<file path="config.mk">
export PLATFORM = sky130hd
export DESIGN_NAME = exu_div
export DESIGN_NICKNAME = d
export VERILOG_FILES = /design/src/rtl/exu_div_pkg.sv /design/src/rtl/exu_div.sv
export SDC_FILE = /design/constraint.sdc
export NUM_CORES = 1
export LEC_CHECK = 0
export CELL_PAD_IN_SITES_DETAIL_PLACEMENT = 1
export CELL_PAD_IN_SITES_GLOBAL_PLACEMENT = 1
export CORE_ASPECT_RATIO = 0.9
export CORE_MARGIN = 2
export CORE_UTILIZATION = 40
export CTS_BUF_LIST = sky130_fd_sc_hd__clkbuf_8
export CTS_CLUSTER_DIAMETER = 120
export DETAILED_ROUTE_END_ITERATION = 12
export PLACE_DENSITY_LB_ADDON = 0.1
export REMOVE_ABC_BUFFERS = 1
export SLEW_MARGIN = 20
export SYNTH_ARGS = -nofsm -noshare
export SYNTH_HDL_FRONTEND = slang
export SYNTH_SLANG_ARGS = --single-unit
</file>
<file path="constraint.sdc">
create_clock -name clk -period 5.09 [get_ports clk]
set_input_delay 0.7635 -clock clk [delete_from_list [all_inputs] [get_ports clk]]
set_output_delay 0.7635 -clock clk [all_outputs]
set_load 0.05 [all_outputs]
</file>
<file path="src/rtl/exu_div_pkg.sv">
// Shared encodings between the mul/div control unit and the iterative divider.
// Op bit indices, data/address widths and a small sign helper.
package exu_div_pkg;

  localparam int REG_DATA_WIDTH = 32;
  localparam int REG_ADDR_WIDTH = 5;

  // One-hot op vector bit positions driven by control.
  localparam int DIV_OP_DIV  = 0;
  localparam int DIV_OP_DIVU = 1;
  localparam int DIV_OP_REM  = 2;
  localparam int DIV_OP_REMU = 3;
  localparam int DIV_OP_W    = 4;

  function automatic logic [REG_DATA_WIDTH-1:0] cond_neg(
    input logic [REG_DATA_WIDTH-1:0] v,
    input logic                      neg
  );
    return neg ? (~v + 1'b1) : v;
  endfunction

endpackage

</file>
<file path="src/rtl/exu_div.sv">
// Radix-2 restoring divider for RV32M DIV/DIVU/REM/REMU, one op in flight.
// Operands are taken as magnitudes; the sign is fixed up on the final iteration.
module exu_div
  import exu_div_pkg::*;
#(
  parameter int XLEN  = REG_DATA_WIDTH,
  parameter int CNT_W = $clog2(XLEN)
) (
  input  logic                      clk,
  input  logic                      rst_n,
  input  logic                      start_i,
  input  logic [XLEN-1:0]           dividend_i,
  input  logic [XLEN-1:0]           divisor_i,
  input  logic [DIV_OP_W-1:0]       op_i,
  input  logic [REG_ADDR_WIDTH-1:0] reg_waddr_i,
  output logic [XLEN-1:0]           result_o,
  output logic                      ready_o,
  output logic                      busy_o,
  output logic [REG_ADDR_WIDTH-1:0] reg_waddr_o
);

  typedef enum logic [1:0] {
    S_IDLE = 2'd0,
    S_CALC = 2'd1,
    S_DONE = 2'd2
  } state_t;

  state_t                    r_state, w_state_nxt;
  logic [CNT_W-1:0]          r_cnt;
  logic [XLEN-1:0]           r_rem, r_quo, r_dvs;
  logic                      r_neg_q, r_neg_r, r_sel_rem;
  logic [REG_ADDR_WIDTH-1:0] r_tag, r_waddr;
  logic [XLEN-1:0]           r_result;

  // Start-time decode; illegal (non one-hot) ops fall back to divu.
  logic            w_onehot, w_signed, w_sel_rem;
  logic            w_dvd_neg, w_dvs_neg;
  logic            w_div_zero, w_ovf, w_special;
  logic [XLEN-1:0] w_special_res;

  assign w_onehot   = $onehot(op_i);
  assign w_signed   = w_onehot & (op_i[DIV_OP_DIV] | op_i[DIV_OP_REM]);
  assign w_sel_rem  = w_onehot & (op_i[DIV_OP_REM] | op_i[DIV_OP_REMU]);
  assign w_dvd_neg  = w_signed & dividend_i[XLEN-1];
  assign w_dvs_neg  = w_signed & divisor_i[XLEN-1];
  assign w_div_zero = (divisor_i == '0);
  assign w_ovf      = w_signed && (dividend_i == {1'b1, {(XLEN-1){1'b0}}})
                      && (divisor_i == '1);
  assign w_special  = w_div_zero | w_ovf;

  always_comb begin
    w_special_res = '0;
    if (w_div_zero) w_special_res = w_sel_rem ? dividend_i : '1;
    else            w_special_res = w_sel_rem ? '0 : dividend_i;
  end

  // One restoring step: the shifted partial remainder needs XLEN+1 bits
  // because divisors above 2^(XLEN-1) can exceed it after the shift.
  logic [XLEN:0]   w_trial;
  logic            w_ge, w_last;
  logic [XLEN-1:0] w_rem_nxt, w_quo_nxt, w_final;

  assign w_trial   = {r_rem, r_quo[XLEN-1]} - {1'b0, r_dvs};
  assign w_ge      = ~w_trial[XLEN];
  assign w_rem_nxt = w_ge ? w_trial[XLEN-1:0] : {r_rem[XLEN-2:0], r_quo[XLEN-1]};
  assign w_quo_nxt = {r_quo[XLEN-2:0], w_ge};
  assign w_last    = (r_cnt == CNT_W'(XLEN-1));
  assign w_final   = r_sel_rem ? cond_neg(w_rem_nxt, r_neg_r)
                               : cond_neg(w_quo_nxt, r_neg_q);

  always_ff @(posedge clk or negedge rst_n) begin
    if (!rst_n) r_state <= S_IDLE;
    else        r_state <= w_state_nxt;
  end

  always_comb begin
    w_state_nxt = r_state;
    case (r_state)
      S_IDLE: if (start_i) w_state_nxt = w_special ? S_DONE : S_CALC;
      S_CALC: begin
        if (!start_i)    w_state_nxt = S_IDLE;
        else if (w_last) w_state_nxt = S_DONE;
      end
      S_DONE:  w_state_nxt = S_IDLE;
      default: w_state_nxt = S_IDLE;
    endcase
  end

  always_ff @(posedge clk or negedge rst_n) begin
    if (!rst_n) begin
      r_cnt     <= '0;
      r_rem     <= '0;
      r_quo     <= '0;
      r_dvs     <= '0;
      r_neg_q   <= 1'b0;
      r_neg_r   <= 1'b0;
      r_sel_rem <= 1'b0;
      r_tag     <= '0;
      r_waddr   <= '0;
      r_result  <= '0;
    end else begin
      case (r_state)
        S_IDLE: if (start_i) begin
          r_tag     <= reg_waddr_i;
          r_sel_rem <= w_sel_rem;
          r_neg_q   <= w_dvd_neg ^ w_dvs_neg;
          r_neg_r   <= w_dvd_neg;
          r_cnt     <= '0;
          r_rem     <= '0;
          r_quo     <= cond_neg(dividend_i, w_dvd_neg);
          r_dvs     <= cond_neg(divisor_i, w_dvs_neg);
          if (w_special) begin
            r_result <= w_special_res;
            r_waddr  <= reg_waddr_i;
          end
        end
        S_CALC: if (start_i) begin
          r_rem <= w_rem_nxt;
          r_quo <= w_quo_nxt;
          r_cnt <= r_cnt + 1'b1;
          if (w_last) begin
            r_result <= w_final;
            r_waddr  <= r_tag;
          end
        end
        default: ;
      endcase
    end
  end

  assign busy_o      = (r_state == S_CALC);
  assign ready_o     = (r_state == S_DONE);
  assign result_o    = r_result;
  assign reg_waddr_o = r_waddr;

  op_onehot_a: assert property (@(posedge clk) disable iff (!rst_n)
    (r_state == S_IDLE && start_i) |-> $onehot(op_i));

endmodule

</file>
After elaboration in Yosys (flattened, before gate mapping)

Cells that the tools add are included.

Add/sub/neg operators: 9
Equal/unequal tests: 11
Muxes and demuxes: 33
Bitwise gates (word level): 13
Reductions and logical operators: 9

Operators by type and width:

| kind                  | number |
|---|---|
| $mux 32               | 17 |
| $pmux 32 s2           | 3 |
| $add 32x1->32 const B | 4 |
| $not 32->32           | 4 |
| $eq 32x32->1 const B  | 2 |
| $sub 33x32->33        | 1 |
| $logic_not 32->1      | 1 |
| $mux 5                | 6 |
| $pmux 5 s2            | 2 |
| $mux 2                | 4 |
| $ne 2x2->1 const B    | 3 |
| $add 5x1->5 const B   | 1 |
| $eq 5x5->1 const B    | 1 |
| $reduce_and 5->1      | 1 |
| $add 1x1->2           | 2 |
| $and 1x1->1           | 4 |
| $pmux 2 s2            | 1 |
| $reduce_and 2->1      | 2 |
| $add 2x2->3           | 1 |
| $eq 3x1->1 const B    | 1 |
| $ne 3x2->1 const B    | 1 |
| $or 1x1->1            | 3 |
| $reduce_and 3->1      | 1 |
| $eq 2x1->1 const B    | 1 |
| other kinds (7)       | 8 |

Register bits: 148
Input port bits: 76
Output and inout bits: 39
Logic and storage cells: 86

Depth between registers and ports, before layout

Gate-level depths: netlist (run 1).

Depth in word-level cells: 10
Depth in mapped cells: 27
Depth with buffers taken out: 23

Worst setup path after synthesis (run 1)

No wires, ideal clock.

Path type: register to register
From: register r_quo[31]
To: register r_result[30], in the netlist result_o[30]
Setup time: 83 ps
Data arrival time: 5046 ps
Required time: 5007 ps
Slack: -39 ps
Stages on the path, launching flop included: 28
Path buffers: 4
Cells stage by stage: dfrtp_1 -> inv_1 -> ha_1 -> inv_1 -> fa_1 -> a211oi_2 -> o21ai_2 -> o2111ai_2 -> a2111oi_2 -> or4_1 -> buf_2 -> and2_4 -> buf_12 -> inv_6 -> buf_4 -> buf_2 -> nor2_1 -> a21oi_1 -> ha_1 -> nand2b_1 -> nor4_1 -> nand3b_1 -> a2111oi_0 -> a21oi_1 -> a211oi_2 -> a31oi_1 -> xnor2_1 -> o21ai_0

Word-level cells in the longest chain between the ends: 9

RTL lines:

| what                                 | RTL line                     | source |
|---|---|---|
| start: declaration                   | exu_div.sv:30                | `logic [XLEN-1:0] r_rem, r_quo, r_dvs;` |
| start signal: assignment             | exu_div.sv:110               | `r_quo <= cond_neg(dividend_i, w_dvd_neg);` |
| start signal: assignment             | exu_div.sv:119               | `r_quo <= w_quo_nxt;` |
| $sub 33x32->33                       | exu_div.sv:63                | `assign w_trial = {r_rem, r_quo[XLEN-1]} - {1'b0, r_dvs};` |
| $mux 32 or $not 1->1 (tied branches) | exu_div.sv:65, exu_div.sv:64 |  |
| $not 32->32                          | exu_div_pkg.sv:19            | `return neg ? (~v + 1'b1) : v;` |
| $add 32x1->32                        | exu_div_pkg.sv:19            |  |
| $mux 32                              | exu_div_pkg.sv:19            |  |
| $mux 32 *                            | exu_div.sv:68                | `assign w_final = r_sel_rem ? cond_neg(w_rem_nxt, r_neg_r)` |
| $mux 32 *                            | exu_div.sv:121               | `if (w_last) begin` |
| $mux 32 *                            | exu_div.sv:117               | `S_CALC: if (start_i) begin` |
| $pmux 32 s2 *                        | exu_div.sv:102               | `case (r_state)` |
| end signal: assignment               | exu_div.sv:113               | `r_result <= w_special_res;` |
| end signal: assignment               | exu_div.sv:122               | `r_result <= w_final;` |
| end: declaration                     | exu_div.sv:33                | `logic [XLEN-1:0] r_result;` |

Mark *: on every way between the ends. The rest lies on a longest branch, timed or not. The select of a mux whose other input is x is not followed.
A chain may end at the register's enable or synchronous reset.

Worst setup path in the final report (run 1)

Same ends and word-level chain as after synthesis.

==> results of run 1 <==
-- synthesized netlist by cell type, drive strengths merged (4+ instances only) --
| library cell | count |
|---|---|
| nand2 | 225 |
| o21ai | 206 |
| dfrtp | 148 |
| a21oi | 125 |
| nor2 | 106 |
| xor2 | 74 |
| clkbuf | 69 |
| xnor2 | 66 |
| inv | 61 |
| ha | 41 |
| o31ai | 37 |
| mux2i | 36 |
| nor3 | 31 |
| or3 | 29 |
| nor4 | 28 |
| nand3 | 24 |
| buf | 20 |
| nand4 | 20 |
| or4 | 16 |
| a21o | 13 |
| a31oi | 12 |
| and2 | 12 |
| nand2b | 12 |
| a211oi | 11 |
| o211ai | 11 |
| a221oi | 10 |
| and3 | 10 |
| o41ai | 10 |
| a22o | 8 |
| o21a | 8 |
| o21bai | 6 |
| or2 | 6 |
| a211o | 5 |
| o2111ai | 5 |
| a221o | 4 |
| o221ai | 4 |
-- flip-flops by register name, summed over array words and instances, names as in the netlist --
name / flops
r_cnt: 5
r_dvs: 32
r_neg_q: 1
r_neg_r: 1
r_quo: 32
r_rem: 32
r_sel_rem: 1
r_state: 2
r_tag: 5
reg_waddr_o: 5
result_o: 32
-- stage by stage --
step                hold WS, ps  instances  area [µm²]   util
CTS                         294       2061       14100  0.475
floorplan                   445       1470       11700      -
finish                      269       2069       14300  0.480
global placement            460       2032       13700  0.460
global route                308       2069       14300  0.480
detailed placement          464       2032       13700  0.460
-- area by class of cell --
| class | instances | area, µm² | share of cell area |
|---|---|---|---|
| sequential | 148 | 3700 | 0.259 |
| timing repair buffer | 167 | 1570 | 0.109 |
| inverter | 62 | 245 | 0.0171 |
| multi-input combinational | 1260 | 7870 | 0.550 |
| clock buffer | 19 | 262 | 0.0183 |
| clock inverter | 10 | 159 | 0.0111 |
| tap | 403 | 504 | 0.0352 |
-- per-layer routing --
| layer | part of all wire | up-vias |
|---|---|---|
| met3 | 0.034 | 38 |
| li1 | - | 5804 |
| met2 | 0.47 | 238 |
| met1 | 0.48 | 6105 |
| met4 | 0.013 | 0 |
| met5 | 0 | - |
-- kinds of logic after synthesis --
logic type	share of synthesized area
XOR/XNOR	0.101
flip-flops	0.306
AND/OR/NAND/NOR	0.209
buffers and inverters	0.0518
AO/OA/AOI/OAI	0.253
adder cells (fa/ha/maj)	0.0458
multiplexers	0.0326
-- final timing paths --
kind                                  start            to  cells past startpoint
worst min register to register  result_o[8]   result_o[8]                      1
worst max register to register    r_quo[31]  result_o[30]                     23
worst min-delay path                  rst_n      r_dvs[0]                      1
min in group clk                result_o[8]   result_o[8]                      1
worst max-delay path              r_quo[31]  result_o[30]                     23
max in group asynchronous             rst_n     r_quo[19]                      2
-- worst reg2reg max path, cell delays in order (launching register included) --
cell and delay (ps):
dfrtp_1 390, inv_2 70, ha_2 170, inv_1 60, fa_2 390, a211oi_2 280
o21ai_2 120, o2111ai_2 300, a2111oi_4 120, or4_1 550, and2_4 210, clkinv_8 60
mux2i_4 270, ha_4 190, nand2b_4 60, nor4_4 240, nand3b_1 190, a2111oi_4 330
a21oi_2 110, a211oi_2 160, buf_4 170, a31oi_1 110, xnor2_1 180, o21ai_0 90
-- timing repair --
action,CTS,global route
buffers inserted,0,8
resized for setup,2,18
endpoints found under the setup margin,5,7
hold buffers,0,0
pin swaps,0,13
-- power by group --
part | internal, mW | switching (mW)
combinational | 1.47 | 2.58
clock | 0.550 | 0.497
sequential | 1.57 | 0.388
==> impl_metrics.toml, run 1 <==
[placement]
gp_congestion = 0.924
dpl.hpwl_um = 33000
port-buffer-count = 114
post-place-ws_ps = -132

[clock_tree]
cts_tree = "built"
cts_sinks = 148
root_buffer = "clkbuf_8"
cts-buffers-inserted = 17
insertion_delay_ps = 500
clock_path_buffers = 2
h-tree-depth = 4
clkSlewWorstSetupHoldPaths_ps = 90

[routing]
first_iter_violations = 687
dr.pass1.iters = 5
drt-total-wl_um = 43300
antenna_left = 0
avgRoutedWirePerCell_um = 20.9
via_per_inst = 5.89
vias = 12200
drc = 0

[layout]
final_cell_mix = "224 x nand2_1, 200 x o21ai_0, 147 x dfrtp_1"
final_nets = 1775
area_growth_syn_to_layout_pct = 18.4
nFillCells = 3705
drive_gt1_frac = 0.0732
final_common_cell = "nand2_1"
antenna_cells = 0

[floorplanning]
die_y_um = 169
ioPinCount = 115
coreArea_mm2 = 0.0298
rows = 60
die_x_um = 187
start_util = 0.405
die_area_mm2 = 0.0316

[sta]
skew_ps = 16.0
worst_slew_pin_slew_ps = 1090
fin_ws_ps = 172
period_needed_ps = 4920
fin_crit_sh = 0.966
relSlewSlack = 0.273
tns_ps = 0
max_freq_mhz = 203
slew_viol_final = 0
finalHoldViolCount = 0
setup_viol = 0

[global_routing]
grtUsageMet1 = 0.383
grt_busiest_layer = "met2"
grt_max_degree = 97
gr-usage-all-layers = 0.275
met3_usage = 0.0342
grt_pass1_wl_um = 69100
grt_overflow = 0
grt_antenna_before_repair = 0
met2_usage = 0.460
grt_pass1_vias = 12300

[synth]
synth.distinct_cells = 81
synth_top_flop_cell = "dfrtp_1"
synth_top_area_frac = 0.306
synthArstFlopShare = 1.00
synth_edf_count = 0
avgSynthCellArea_um2 = 7.75
ys_ff_latch = 148
synth_area_leaders = "dfrtp_1 31%, o21ai_0 8.3%, nand2_1 7.0%, xor2_1 5.4%, a21oi_1 5.2%"
synth_top_area_cell = "dfrtp_1"
seq_area_frac_synth = 0.306
synthCells = 1559
syn_area_mm2 = 0.0121
yosysWarnings = 0

[pwr]
total_leakage_power_nw = 5.82
power_mw = 7.05
power_density_mw_per_mm2 = 493
ir_drop_mv = 0.415

[worst_setup_path]
crit_path_max_incr_delay_ps = 550
end_kind = "flop"
start_kind = "flop"
critical_path_arrival_ps = 5300
critPathKind = "flop to flop"
timing.critical_path.buf_inv = 4
crit_path_cell_trace = "inv_2, ha_2, inv_1, fa_2, a211oi_2, o21ai_2, o2111ai_2, a2111oi_4, or4_1, and2_4, clkinv_8, mux2i_4, ha_4, nand2b_4, nor4_4, nand3b_1, a2111oi_4, a21oi_2, a211oi_2, buf_4, a31oi_1, xnor2_1, o21ai_0"
critPathRequiredTime_ps = 5470
crit_family = "compound AO/OA/AOI/OAI gates"
cp_max_fo = 5
r2r_slack_ps = 170
cpMaxStageDelayCell = "or4_1"

[job]
cap_violations = 0

[worst_hold_path]
hold_class = "input port to asynchronous set/reset pin"

[status]
status = "complete, no violations"
Power figures use the tool's default switching activity.
==> run 2: changes to the inputs <==
--- a/config.mk
+++ b/config.mk
@@ -11,9 +11,9 @@
 export CORE_MARGIN = 2
 export CORE_UTILIZATION = 40
 export CTS_BUF_LIST = sky130_fd_sc_hd__clkbuf_8
-export CTS_CLUSTER_DIAMETER = 120
+export CTS_CLUSTER_DIAMETER = 80
 export DETAILED_ROUTE_END_ITERATION = 12
-export PLACE_DENSITY_LB_ADDON = 0.1
+export PLACE_DENSITY = 0.8
 export REMOVE_ABC_BUFFERS = 1
 export SLEW_MARGIN = 20
 export SYNTH_ARGS = -nofsm -noshare
==> impl_metrics.toml, run 2 (synthesized netlist as in run 1, its figures left out) <==
[status]
status = "complete, no violations"

[sta]
worst_slew_pin_slew_ps = 1140
max_freq_mhz = 203
fin_ws_ps = 170
fin_crit_sh = 0.967
period_needed_ps = 4920
setup_viol = 0
skew_ps = 15.4
finalHoldViolCount = 0
slew_viol_final = 0
whs_ps = 195
relSlewSlack = 0.238

[pwr]
p_sw_mw = 3.48
power_mw = 7.07
p_comb_frac = 0.570
power_density_mw_per_mm2 = 496
p_seq_frac = 0.279
total_leakage_power_nw = 5.82
ir_drop_mv = 0.368
swShare = 0.492
clockPowerShare = 0.151
p_int_mw = 3.59

[layout]
drive_gt1_frac = 0.0720
antenna_cells = 0
area_growth_syn_to_layout_pct = 18.1
utilization = 0.479
final_cell_mix = "225 x nand2_1, 199 x o21ai_0, 147 x dfrtp_1"
final_common_cell = "nand2_1"
final_nets = 1772
nFillCells = 3659

[worst_setup_path]
cp_max_fo = 11
start_kind = "flop"
r2r_slack_ps = 170
critPathKind = "flop to flop"
critPathRequiredTime_ps = 5450
end_kind = "flop"
critical_path_arrival_ps = 5280

[clock_tree]
insertion_delay_ps = 480
root_buffer = "clkbuf_8"
clock_path_buffers = 2
clkSlewWorstSetupHoldPaths_ps = 90
h-tree-depth = 4
cts_sinks = 148
cts-buffers-inserted = 17
cts_tree = "built"

[placement]
port-buffer-count = 114
post-place-ws_ps = -246
dpl.hpwl_um = 32700
gp_congestion = 0.924

[routing]
antenna_left = 0
via_per_inst = 6.01
avgRoutedWirePerCell_um = 21.0
dr.pass1.iters = 5
drc = 0
first_iter_violations = 831
vias = 12400
drt-total-wl_um = 43400

[floorplanning]
ioPinCount = 115
die_y_um = 169
start_util = 0.405
die_x_um = 187
coreArea_mm2 = 0.0298
die_area_mm2 = 0.0316
rows = 60

[global_routing]
grt_pass1_vias = 13000
grt_antenna_before_repair = 0
gr-usage-all-layers = 0.280
grt_max_degree = 70
grt_overflow = 0
grt_pass1_wl_um = 70800

[worst_hold_path]
hold_class = "input port to asynchronous set/reset pin"

[job]
cap_violations = 0
## run 2: critical path: stages (launching register included)
cell and delay (ps):
dfrtp_1 400, inv_1 100, ha_2 180, inv_1 60, fa_2 390, a211oi_2 270
o21ai_2 110, o2111ai_2 270, a2111oi_2 120, or4_4 430, and2_4 200, inv_8 90
mux2i_4 260, ha_2 220, nand2b_1 120, nor4_4 280, nand3b_1 200, a2111oi_4 240
a21oi_2 110, a211oi_2 160, buf_4 180, a31oi_1 100, xnor2_1 210, o21ai_1 80
## run 2: repair_timing
action / in CTS / in global routing
endpoints found under the setup margin: 5 / 8
pin swaps: 1 / 7
buffers inserted: 1 / 5
hold buffers: 0 / 0
gates resized for setup: 1 / 15
## run 2: stage by stage
step | setup TNS [ps] | cell area, µm² | instances
finish | 0 | 14300 | 2069
floorplan | -17270 | 11700 | 1470
CTS | 0 | 14200 | 2064
detailed placement | -825 | 13700 | 2031
global route | -167 | 14300 | 2069
global placement | 0 | 13700 | 2031
## run 2: power by group through the flow
stage | Combinational (mW) | Sequential [mW] | Clock, mW
global placement | 3.75 | 1.97 | 0
detailed placement | 3.86 | 1.99 | 0
CTS | 3.91 | 1.97 | 1.08
global route | 4.40 | 2.03 | 1.12
finish | 4.03 | 1.97 | 1.07
floorplan | 2.12 | 2.35 | 0
## run 2: per-layer routing
layer / global-route usage / up-vias / share of wire
met5: 0 / - / 0
met4: 0.0914 / 0 / 0.027
met3: 0.0444 / 72 / 0.045
met2: 0.471 / 314 / 0.48
met1: 0.369 / 6260 / 0.45
li1: - / 5789 / -
## run 2: cell type report
class / count / area (µm²) / share of cell area
multi-input cells: 1260 / 7840 / 0.549
repair buffers: 164 / 1540 / 0.108
flip-flops and latches: 148 / 3700 / 0.260
well taps: 403 / 504 / 0.0353
clock inverters: 13 / 180 / 0.0126
inverters: 62 / 240 / 0.0168
clock buffers: 19 / 262 / 0.0183
## run 2: path summary, 6_finish.rpt
kind                            from        endpoint  cells past startpoint
setup / recovery           r_quo[31]    result_o[30]                     23
hold / removal                 rst_n  reg_waddr_o[0]                      1
setup reg to reg           r_quo[31]    result_o[30]                     23
hold reg to reg             r_tag[1]        r_tag[1]                      2
max in group asynchronous      rst_n        r_rem[2]                      2
min in group clk            r_tag[1]        r_tag[1]                      2
